**src/rtl/hp2vga_pkg.sv**
```systemverilog
// Shared types and defaults for the PLL bring-up / reset sequencing logic.
package hp2vga_pkg;

  // Sequencer states; encodings outside this set fall back to PLL_RST.
  typedef enum logic [2:0] {
    ST_PLL_RST   = 3'd0,
    ST_WAIT_LOCK = 3'd1,
    ST_STABLE    = 3'd2,
    ST_RUN       = 3'd3,
    ST_FAULT     = 3'd4
  } pll_state_t;

  // Defaults sized for a 20 MHz reference clock.
  localparam int DEF_PLL_RESET_CYCLES    = 20;    // 1 us RESETB low hold
  localparam int DEF_LOCK_TIMEOUT_CYCLES = 2000;  // 100 us per lock attempt
  localparam int DEF_LOCK_STABLE_CYCLES  = 256;   // consecutive lock cycles
  localparam int DEF_MAX_RETRIES         = 3;     // attempts before FAULT

  localparam int LOSS_COUNT_W = 8;

  // Largest of three cycle parameters, used to size the shared counter.
  function automatic int max3(input int a, input int b, input int c);
    int m;
    m = (a > b) ? a : b;
    return (m > c) ? m : c;
  endfunction

endpackage

```
**src/rtl/sync_2ff.sv**
```systemverilog
// Two-flop synchronizer for slow asynchronous level inputs.
module sync_2ff #(
  parameter int WIDTH = 1
) (
  input  logic             clk,
  input  logic             srst,
  input  logic [WIDTH-1:0] d,
  output logic [WIDTH-1:0] q
);

  logic [WIDTH-1:0] meta_reg;
  logic [WIDTH-1:0] sync_reg;

  // First flop may go metastable; second flop gives it a full cycle to settle.
  always_ff @(posedge clk) begin
    if (srst) begin
      meta_reg <= '0;
      sync_reg <= '0;
    end else begin
      meta_reg <= d;
      sync_reg <= meta_reg;
    end
  end

  assign q = sync_reg;

endmodule

```
**src/rtl/pll_reset_sequencer.sv**
```systemverilog
// Brings the PLL out of reset, waits for a stable lock with bounded retries,
// then releases the fast-domain core reset. Lock loss restarts the sequence.
module pll_reset_sequencer
  import hp2vga_pkg::*;
#(
  parameter int PLL_RESET_CYCLES    = DEF_PLL_RESET_CYCLES,
  parameter int LOCK_TIMEOUT_CYCLES = DEF_LOCK_TIMEOUT_CYCLES,
  parameter int LOCK_STABLE_CYCLES  = DEF_LOCK_STABLE_CYCLES,
  parameter int MAX_RETRIES         = DEF_MAX_RETRIES
) (
  input  logic                    CLK,
  input  logic                    RESET,
  input  logic                    PLL_LOCK,
  output logic                    PLL_RESETB,
  output logic                    PLL_BYPASS,
  output logic                    CORE_RESET,
  output logic                    READY,
  output logic                    FAULT,
  output logic [LOSS_COUNT_W-1:0] LOSS_COUNT
);

  localparam int CNT_W   = $clog2(max3(PLL_RESET_CYCLES, LOCK_TIMEOUT_CYCLES,
                                       LOCK_STABLE_CYCLES)) + 1;
  localparam int RETRY_W = $clog2(MAX_RETRIES + 1) + 1;

  localparam logic [CNT_W-1:0]   RST_LAST     = CNT_W'(PLL_RESET_CYCLES - 1);
  localparam logic [CNT_W-1:0]   TIMEOUT_LAST = CNT_W'(LOCK_TIMEOUT_CYCLES - 1);
  localparam logic [CNT_W-1:0]   STABLE_LAST  = CNT_W'(LOCK_STABLE_CYCLES - 1);
  localparam logic [RETRY_W-1:0] RETRY_MAX    = RETRY_W'(MAX_RETRIES);

  logic                    lock_s;
  pll_state_t              state_reg, state_next;
  logic [CNT_W-1:0]        cnt_reg, cnt_next;
  logic [RETRY_W-1:0]      retry_reg, retry_next, retry_inc;
  logic [LOSS_COUNT_W-1:0] loss_reg, loss_next;
  logic resetb_reg, resetb_next;
  logic bypass_reg, bypass_next;
  logic core_rst_reg, core_rst_next;
  logic ready_reg, ready_next;
  logic fault_reg, fault_next;

  sync_2ff #(.WIDTH(1)) u_lock_sync (
    .clk  (CLK),
    .srst (RESET),
    .d    (PLL_LOCK),
    .q    (lock_s)
  );

  // State, counters and registered outputs; outputs track the state being entered.
  always_ff @(posedge CLK) begin
    if (RESET) begin
      state_reg    <= ST_PLL_RST;
      cnt_reg      <= '0;
      retry_reg    <= '0;
      loss_reg     <= '0;
      resetb_reg   <= 1'b0;
      bypass_reg   <= 1'b0;
      core_rst_reg <= 1'b1;
      ready_reg    <= 1'b0;
      fault_reg    <= 1'b0;
    end else begin
      state_reg    <= state_next;
      cnt_reg      <= cnt_next;
      retry_reg    <= retry_next;
      loss_reg     <= loss_next;
      resetb_reg   <= resetb_next;
      bypass_reg   <= bypass_next;
      core_rst_reg <= core_rst_next;
      ready_reg    <= ready_next;
      fault_reg    <= fault_next;
    end
  end

  // Next-state, counter, retry and loss-count logic; lock beats a same-cycle timeout.
  always_comb begin
    state_next = state_reg;
    cnt_next   = cnt_reg + CNT_W'(1);
    retry_next = retry_reg;
    loss_next  = loss_reg;
    retry_inc  = retry_reg + RETRY_W'(1);
    case (state_reg)
      ST_PLL_RST: begin
        if (cnt_reg == RST_LAST) begin
          state_next = ST_WAIT_LOCK;
          cnt_next   = '0;
        end
      end
      ST_WAIT_LOCK: begin
        if (lock_s) begin
          state_next = ST_STABLE;
          cnt_next   = '0;
        end else if (cnt_reg == TIMEOUT_LAST) begin
          retry_next = retry_inc;
          cnt_next   = '0;
          state_next = (retry_inc < RETRY_MAX) ? ST_PLL_RST : ST_FAULT;
        end
      end
      ST_STABLE: begin
        if (!lock_s) begin
          // A glitch restarts the stability window but is not a failed attempt.
          state_next = ST_WAIT_LOCK;
          cnt_next   = '0;
        end else if (cnt_reg == STABLE_LAST) begin
          state_next = ST_RUN;
          cnt_next   = '0;
          retry_next = '0;
        end
      end
      ST_RUN: begin
        cnt_next = '0;
        if (!lock_s) begin
          state_next = ST_PLL_RST;
          retry_next = '0;
          if (loss_reg != '1) begin
            loss_next = loss_reg + LOSS_COUNT_W'(1);
          end
        end
      end
      ST_FAULT: begin
        cnt_next = '0;
      end
      default: begin
        state_next = ST_PLL_RST;
        cnt_next   = '0;
      end
    endcase
  end

  // Output decode from the state about to be entered, so outputs change with the state.
  always_comb begin
    resetb_next   = 1'b1;
    bypass_next   = 1'b0;
    core_rst_next = 1'b1;
    ready_next    = 1'b0;
    fault_next    = 1'b0;
    case (state_next)
      ST_PLL_RST: resetb_next = 1'b0;
      ST_RUN: begin
        core_rst_next = 1'b0;
        ready_next    = 1'b1;
      end
      ST_FAULT: begin
        resetb_next = 1'b0;
        bypass_next = 1'b1;
        fault_next  = 1'b1;
      end
      default: ;
    endcase
  end

  assign PLL_RESETB = resetb_reg;
  assign PLL_BYPASS = bypass_reg;
  assign CORE_RESET = core_rst_reg;
  assign READY      = ready_reg;
  assign FAULT      = fault_reg;
  assign LOSS_COUNT = loss_reg;

endmodule

```
**config.mk**
```make
export PLATFORM = sky130hd
export DESIGN_NAME = pll_reset_sequencer
export DESIGN_NICKNAME = d
export VERILOG_FILES = /design/src/rtl/hp2vga_pkg.sv /design/src/rtl/sync_2ff.sv /design/src/rtl/pll_reset_sequencer.sv
export SDC_FILE = /design/constraint.sdc
export NUM_CORES = 1
export LEC_CHECK = 0
export CORE_MARGIN = 3
export CORE_UTILIZATION = 50
export DETAILED_ROUTE_END_ITERATION = 7
export PLACE_DENSITY_LB_ADDON = 0.1
export SLEW_MARGIN = 25
export SYNTH_ARGS = -nofsm -noshare
export SYNTH_HDL_FRONTEND = slang
export SYNTH_SLANG_ARGS = --single-unit
```
**constraint.sdc**
```tcl
create_clock -name CLK -period 1.6 [get_ports CLK]
set_input_delay 0.16 -clock CLK [delete_from_list [all_inputs] [get_ports CLK]]
set_output_delay 0.16 -clock CLK [all_outputs]
set_load 0.02 [all_outputs]
```
==> results of run 1 <==
how the worst max path moves through the flow:
stage	from	endpoint	slack, ps	depth (start not counted)
6_report	cnt_reg[6]	cnt_reg[3]	-80	5
5_1_grt	cnt_reg[0]	cnt_reg[3]	-150	6
4_1_cts	LOSS_COUNT[0]	LOSS_COUNT[7]	4	6
3_5_place_dp	LOSS_COUNT[0]	LOSS_COUNT[7]	-20	6
3_3_place_gp	cnt_reg[1]	state_reg[0]	-7	5
2_1_floorplan	LOSS_COUNT[3]	LOSS_COUNT[1]	20	5
synth_stat cells, types with 2 or more instances:
cell,count,share of area (%)
dfxtp_1,32,39
nand4_1,7,2.7
nor3_1,4,1.2
and3_1,2,0.77
inv_1,5,1.2
nor4_1,2,0.77
and4_1,4,2.2
nand2b_1,3,1.2
ha_1,3,2.3
clkbuf_1,2,0.46
nor3_2,9,5.5
buf_2,3,0.92
nor2b_1,5,1.9
or4_1,2,0.92
a211oi_1,4,1.8
o21ai_1,5,1.5
a31oi_1,4,1.5
or3_1,4,1.5
o21ai_0,2,0.61
nand2_1,10,2.3
o31ai_1,2,0.92
buf_6,2,1.4
xnor2_1,6,3.2
nor2_1,7,1.6
a21oi_1,9,2.8
a311oi_1,2,1.1
buf_4,2,0.92
xor2_1,6,3.2
nand3_1,7,2.2
worst reg2reg max path, cell delays in order, from the launching register on:
cell	delay, ps
dfxtp_1	500
and3_1	330
a31oi_1	150
a211oi_2	320
buf_4	220
nor3_2	40
area by class of cell:
cell class,instances,area [sq um],share of cell area (%)
Multi-Input combinational cell,128,1030,45.4
Sequential cell,32,649,28.5
Timing Repair Buffer,51,444,19.5
Tap cell,44,55.1,2.42
Clock buffer,6,41.3,1.81
Clock inverter,2,35.0,1.54
Inverter,5,18.8,0.825
metal layers:
| metal | up-vias | wire, um | track usage (%) |
|---|---|---|---|
| met4 | 0 | 125 | 10.7 |
| met5 | - | 0 | 0 |
| met3 | 15 | 157 | 5.17 |
| met1 | 729 | 1780 | 24.4 |
| li1 | 750 | - | - |
| met2 | 39 | 2010 | 32.9 |
through the flow:
stage	total power [uW]	util, %	hold WS (ps)	worst slack, ps	TNS (ps)
detailed placement	901	66.1	453	-22.1	-22.1
finish	1500	73.9	382	-84.3	-666
CTS	1520	69.6	368	3.70	0
global placement	899	66.1	437	-7.46	-7.46
floorplan	874	-	232	19.7	0
global route	1560	73.9	361	-151	-1630
power groups by stage:
stage               logic, uW  registers, uW  clock network [uW]
global placement         66.2            833                   0
CTS                      69.6            817                 629
global route             80.3            819                 665
finish                   73.5            818                 613
detailed placement       67.5            833                   0
floorplan                41.7            832                   0
cell families after synthesis:
| family | synth area share, % |
|---|---|
| adder cells (fa/ha/maj) | 2.31 |
| AO/OA/AOI/OAI | 15.9 |
| AND/OR/NAND/NOR | 30.5 |
| XOR/XNOR | 6.46 |
| buffers and inverters | 4.84 |
| multiplexers | 0.615 |
| flip-flops | 39.4 |
timing repair:
item	in CTS	in global routing
endpoints found under the setup margin	16	26
gates cloned	0	1
pin swaps	4	13
buffers inserted	1	3
resized for setup	7	27
==> run summary, run 1 <==
CLOCK TREE
--------------------------------------------------------------------------------
Count of H-tree levels built during CTS                                        2
Total clock sinks                                                             32
Number of hold-repair buffers added at the cts stage                           0
Clock tree from TritonCTS                                                  built
Clock tree root driver cell                                             clkbuf_4
Worst-path clk slew                                                       100 ps
Clock insertion delay at the later pin of the skew report                 340 ps
CTS Buffer Depth                                                               2
Number of buffers created by CTS                                               5

CELLS AND AREA
--------------------------------------------------------------------------------
Fill cell instance count of the final layout                                 234
Most frequent cells in the layout                                   buf_4, dfxtp_1, nand2_1, nor3_2
Post-route design area                                                2280 sq um
Most common cell after layout, fill and taps aside                         buf_4
Antenna cell count                                                             0
Number of flip-flops under the largest register name                          12
Final net count                                                              229
Share of post-route cells with drive strength above 1                      34.4%
Layout Area Growth over Synthesis                                          39.8%
Final cell count without fillers                                             268

RUN
--------------------------------------------------------------------------------
Maximum Capacitance Violations                                                 0

STA
--------------------------------------------------------------------------------
Final Max Tran Viols                                                           0
Final hold viol count                                                          0
Max transition margin                                                      76.6%
Final worst path period share                                               105%
Crit path setup slack, layout                                           -84.3 ps
Worst Tran Pin Value                                                      348 ps
Skew final                                                               10.6 ps
Setup violation total in the final timing report                              12
Unrepaired setup endpoints after global routing                             true
Shortest clock period the worst path allows after layout                 1680 ps
Highest Clock Rate                                                       594 MHz

YOSYS
--------------------------------------------------------------------------------
Post-synthesis net count                                                     180
Sequential element share of the synthesized area                           39.4%
Number of enable-type register cells in the synthesized netlist                0
Average instance area after synthesis                                 9.36 sq um
Number of library cell types mapped by synthesis                              48
Cell area after synthesis                                             1630 sq um
Number of synthesis warnings                                                   0
Gate count after technology mapping                                          174
Number of synthesized register bits                                           32
Main synth FF type                                                       dfxtp_1
Asr flop ratio synth                                                          0%

WORST SETUP PATH
--------------------------------------------------------------------------------
CP Capture Type                                                         register
Cell with the largest stage delay on the worst path                      dfxtp_1
Worst path buffer plus inverter count                                          1
Required time at the worst-slack endpoint                                1830 ps
Capturing point of the worst reg2reg path                             cnt_reg[3]
Worst reg2reg path depth                                                       5
Top Family by Delay on Critical Path                                  flip-flops
Setup slack of the worst register-to-register path                        -80 ps
Crit path DAT                                                            1910 ps
Delay contributed by the slowest stage of the critical path               500 ps
Category of the critical setup timing path                            reg -> reg
Critical path peak fanout                                                      7
Worst Setup Start Kind                                                  register
CP Cell Sequence                                                    and3_1 > a31oi_1 > a211oi_2 > buf_4 > nor3_2
Launch point of the worst reg-to-reg path                             cnt_reg[6]

FLOORPLANNING
--------------------------------------------------------------------------------
Core outline area                                                     3080 sq um
Num ports                                                                     16
Die area                                                              3980 sq um
Die extent in x                                                          63.1 um
Starting density of the core                                               52.9%
Die Height                                                               63.1 um
Number of cell rows                                                           20

HOLD PATH
--------------------------------------------------------------------------------
Worst hold path type                                                   in -> reg
Number of cells on the worst hold path                                         2
Hold EP                                                             u_lock_sync.meta_reg
Startpoint of the worst hold path                                       PLL_LOCK

DRT
--------------------------------------------------------------------------------
Vias per std cell                                                           5.72
Average wire per cell in the routed design                               15.2 um
Starting DRT DRC Count                                                        75
Residual antenna-violating net count after detailed routing                    0
Vias post-DR                                                                1533
Total detailed-routing wirelength                                        4070 um
Detailed-route DRC error count                                                 0
Detailed-router iteration count before antenna repair                          4

PLACEMENT
--------------------------------------------------------------------------------
Number of placed cells counting well taps                                    255
Buffers on Ports                                                              15
Sum of net half-perimeters after detailed placement                      2650 um
Placement Cell Area                                                   2040 sq um
Routability congestion estimate                                            0.851

POWER AND IR DROP
--------------------------------------------------------------------------------
PD cells                                                             661 nW/um^2
Static leakage                                                       0.000969 uW
Fraction of power spent switching nets                                     22.0%
Clock Power Share                                                          40.7%
Maximum vdd ir drop                                                   0.000470 V
Part of the total power dissipated in sequential elements                  54.4%
Combinational share of power                                                4.9%
Switch Pwr                                                                332 uW
Internal power component                                                 1170 uW

GRT
--------------------------------------------------------------------------------
Congestion Overflow GR                                                         0
Wire length of the first global-routing pass                             6330 um
Maximum number of pins on one net before global-route repair                  13
Number of antenna violations at the first check in global routing              0
Number of global-route vias before repair                                   1388
Total routing resource utilization after global routing                    20.3%

RUN STATUS
--------------------------------------------------------------------------------
Result of the run                                                   finished, violations left
Violated checks                                                     setup timing

Power figures use the tool's default switching activity.
==> run 2: changes to the inputs <==
--- a/config.mk
+++ b/config.mk
@@ -9,6 +9,8 @@
 export CORE_UTILIZATION = 50
 export DETAILED_ROUTE_END_ITERATION = 7
 export PLACE_DENSITY_LB_ADDON = 0.1
+export RECOVER_POWER = 50
+export SKIP_CTS_REPAIR_TIMING = 1
 export SLEW_MARGIN = 25
 export SYNTH_ARGS = -nofsm -noshare
 export SYNTH_HDL_FRONTEND = slang
==> run 2 against run 1 <==
  * The flow still finishes with violations (setup timing)
  * Wire length is 6.3% lower
  * Utilization is 4.8 points lower
  * Sequential share of layout area is 1.8 points higher
  * Die area stayed put
  * Combinational power is 7.6% lower
  * Critical path depth is 1 higher
==> run summary, run 2 (same netlist as run 1, synthesis figures left out) <==
WORST SETUP PATH
--------------------------------------------------------------------------------
CP Capture Type                                                         register
Category of the critical setup timing path                            reg -> reg
Required time at the worst-slack endpoint                                1830 ps
Crit path DAT                                                            1850 ps
Critical path peak fanout                                                     11
Worst Setup Start Kind                                                  register

RUN STATUS
--------------------------------------------------------------------------------
Result of the run                                                   finished, violations left
Violated checks                                                     setup timing

CELLS AND AREA
--------------------------------------------------------------------------------
Post-route design area                                                2130 sq um
Most common cell after layout, fill and taps aside                         buf_4
Fill cell instance count of the final layout                                 259
Number of flip-flops under the largest register name                          12
Layout Area Growth over Synthesis                                          30.7%
Antenna cell count                                                             0
Storage cell area                                                      646 sq um
Final net count                                                              225
Most frequent cells in the layout                                   buf_4, dfxtp_1
Multi-input gate area                                                  982 sq um
Final standard cell utilization of the core                                69.1%
Share of post-route cells with drive strength above 1                      29.1%

FLOORPLANNING
--------------------------------------------------------------------------------
Starting density of the core                                               52.9%
Number of cell rows                                                           20
Num ports                                                                     16
Die Height                                                               63.1 um
Die area                                                              3980 sq um
Die extent in x                                                          63.1 um
Core outline area                                                     3080 sq um

DRT
--------------------------------------------------------------------------------
Detailed-router iteration count before antenna repair                          4
Vias post-DR                                                                1489
Starting DRT DRC Count                                                       107
Average wire per cell in the routed design                               14.4 um
Residual antenna-violating net count after detailed routing                    0
Total detailed-routing wirelength                                        3810 um
Vias per std cell                                                           5.64
Detailed-route DRC error count                                                 0

PLACEMENT
--------------------------------------------------------------------------------
Placement Cell Area                                                   2040 sq um
Worst slack at placement                                                -22.1 ps
Sum of net half-perimeters after detailed placement                      2650 um
Buffers on Ports                                                              15
Routability congestion estimate                                            0.851

STA
--------------------------------------------------------------------------------
Hold slack                                                                376 ps
Crit path setup slack, layout                                           -20.0 ps
Highest Clock Rate                                                       617 MHz
Unrepaired setup endpoints after global routing                             true
Final hold viol count                                                          0
Aggregate negative setup slack                                           -100 ps
Max transition margin                                                      75.0%
Shortest clock period the worst path allows after layout                 1620 ps
Final Max Tran Viols                                                           0
Final worst path period share                                               101%
Skew final                                                               11.7 ps
Setup violation total in the final timing report                              11
Worst Tran Pin Value                                                      371 ps

POWER AND IR DROP
--------------------------------------------------------------------------------
Combinational share of power                                                4.5%
Maximum vdd ir drop                                                   0.000477 V
Clock Power Share                                                          40.9%
Part of the total power dissipated in sequential elements                  54.5%
Fraction of power spent switching nets                                     21.9%
Internal power component                                                 1170 uW
Switch Pwr                                                                328 uW
PD cells                                                             703 nW/um^2
Static leakage                                                       0.000807 uW

GRT
--------------------------------------------------------------------------------
Maximum number of pins on one net before global-route repair                  13
Total routing resource utilization after global routing                    19.0%
Number of global-route vias before repair                                   1344
Wire length of the first global-routing pass                             5980 um
Number of antenna violations at the first check in global routing              0
Congestion Overflow GR                                                         0

RUN
--------------------------------------------------------------------------------
Maximum Capacitance Violations                                                 0

CLOCK TREE
--------------------------------------------------------------------------------
CTS Buffer Depth                                                               2
Clock tree from TritonCTS                                                  built
Total clock sinks                                                             32
Clock tree root driver cell                                             clkbuf_4
Count of H-tree levels built during CTS                                        2
Clock insertion delay at the later pin of the skew report                 340 ps
Worst-path clk slew                                                       100 ps
Number of buffers created by CTS                                               5

HOLD PATH
--------------------------------------------------------------------------------
Worst hold path type                                                   in -> reg

-- run 2: cell types whose count changed in the layout (fill, tap and decap cells not counted), sizes merged --
cell,change
buf,-5
clkbuf,+8
clkdlybuf4s50,-2
dlygate4sd2,-1
dlygate4sd3,+3
dlymetal6s2s,-7
-- run 2: area by class of cell --
| class | instances | share of cell area (%) |
|---|---|---|
| flip-flops and latches | 32 | 30.3 |
| inverters | 5 | 0.882 |
| clock inverters | 2 | 1.65 |
| well taps | 44 | 2.59 |
| clock buffers | 6 | 1.94 |
| repair buffers | 47 | 16.5 |
| multi-input cells | 128 | 46.1 |
-- run 2: critical path: stages (launching register included) --
cell,delay (ps)
dfxtp_2,360
ha_4,150
nor4b_4,250
nand4_1,230
a211oi_2,250
buf_6,200
nor3b_1,60
-- run 2: power by group through the flow --
stage	Combinational, uW	Clock [uW]	Sequential [uW]
2_1_floorplan	41.7	0	832
3_3_place_gp	66.2	0	833
4_1_cts	67.8	629	815
3_5_place_dp	67.5	0	833
5_1_grt	74.5	667	818
6_report	67.9	613	816
-- run 2: metrics by stage --
step,std cells,total power [uW]
floorplan,174,874
global placement,255,899
detailed placement,255,901
CTS,263,1510
global route,264,1560
finish,264,1500
-- run 2: worst paths after layout --
check | start | endpoint | slack [ps] | depth (start not counted)
hold reg to reg | u_lock_sync.meta_reg | u_lock_sync.q | 460 | 1
setup reg to reg | cnt_reg[1] | cnt_reg[1] | -20 | 6
hold / removal | PLL_LOCK | u_lock_sync.meta_reg | 380 | 2
setup / recovery | cnt_reg[1] | cnt_reg[1] | -20 | 6
-- run 2: routing by layer --
| layer | share of wire [%] | GRT usage (%) |
|---|---|---|
| met3 | 2.9 | 4.99 |
| met4 | 2.4 | 10.5 |
| met2 | 50 | 29.1 |
| met1 | 45 | 24.2 |
| met5 | 0 | 0 |
==> run 3: changes to the inputs <==
--- a/config.mk
+++ b/config.mk
@@ -7,6 +7,7 @@
 export LEC_CHECK = 0
 export CORE_MARGIN = 3
 export CORE_UTILIZATION = 50
+export CTS_CLUSTER_DIAMETER = 80
 export DETAILED_ROUTE_END_ITERATION = 7
 export PLACE_DENSITY_LB_ADDON = 0.1
 export RECOVER_POWER = 50
==> results of run 3 <==
Same layout as run 2: the final DEF is identical, and so are final timing and power.
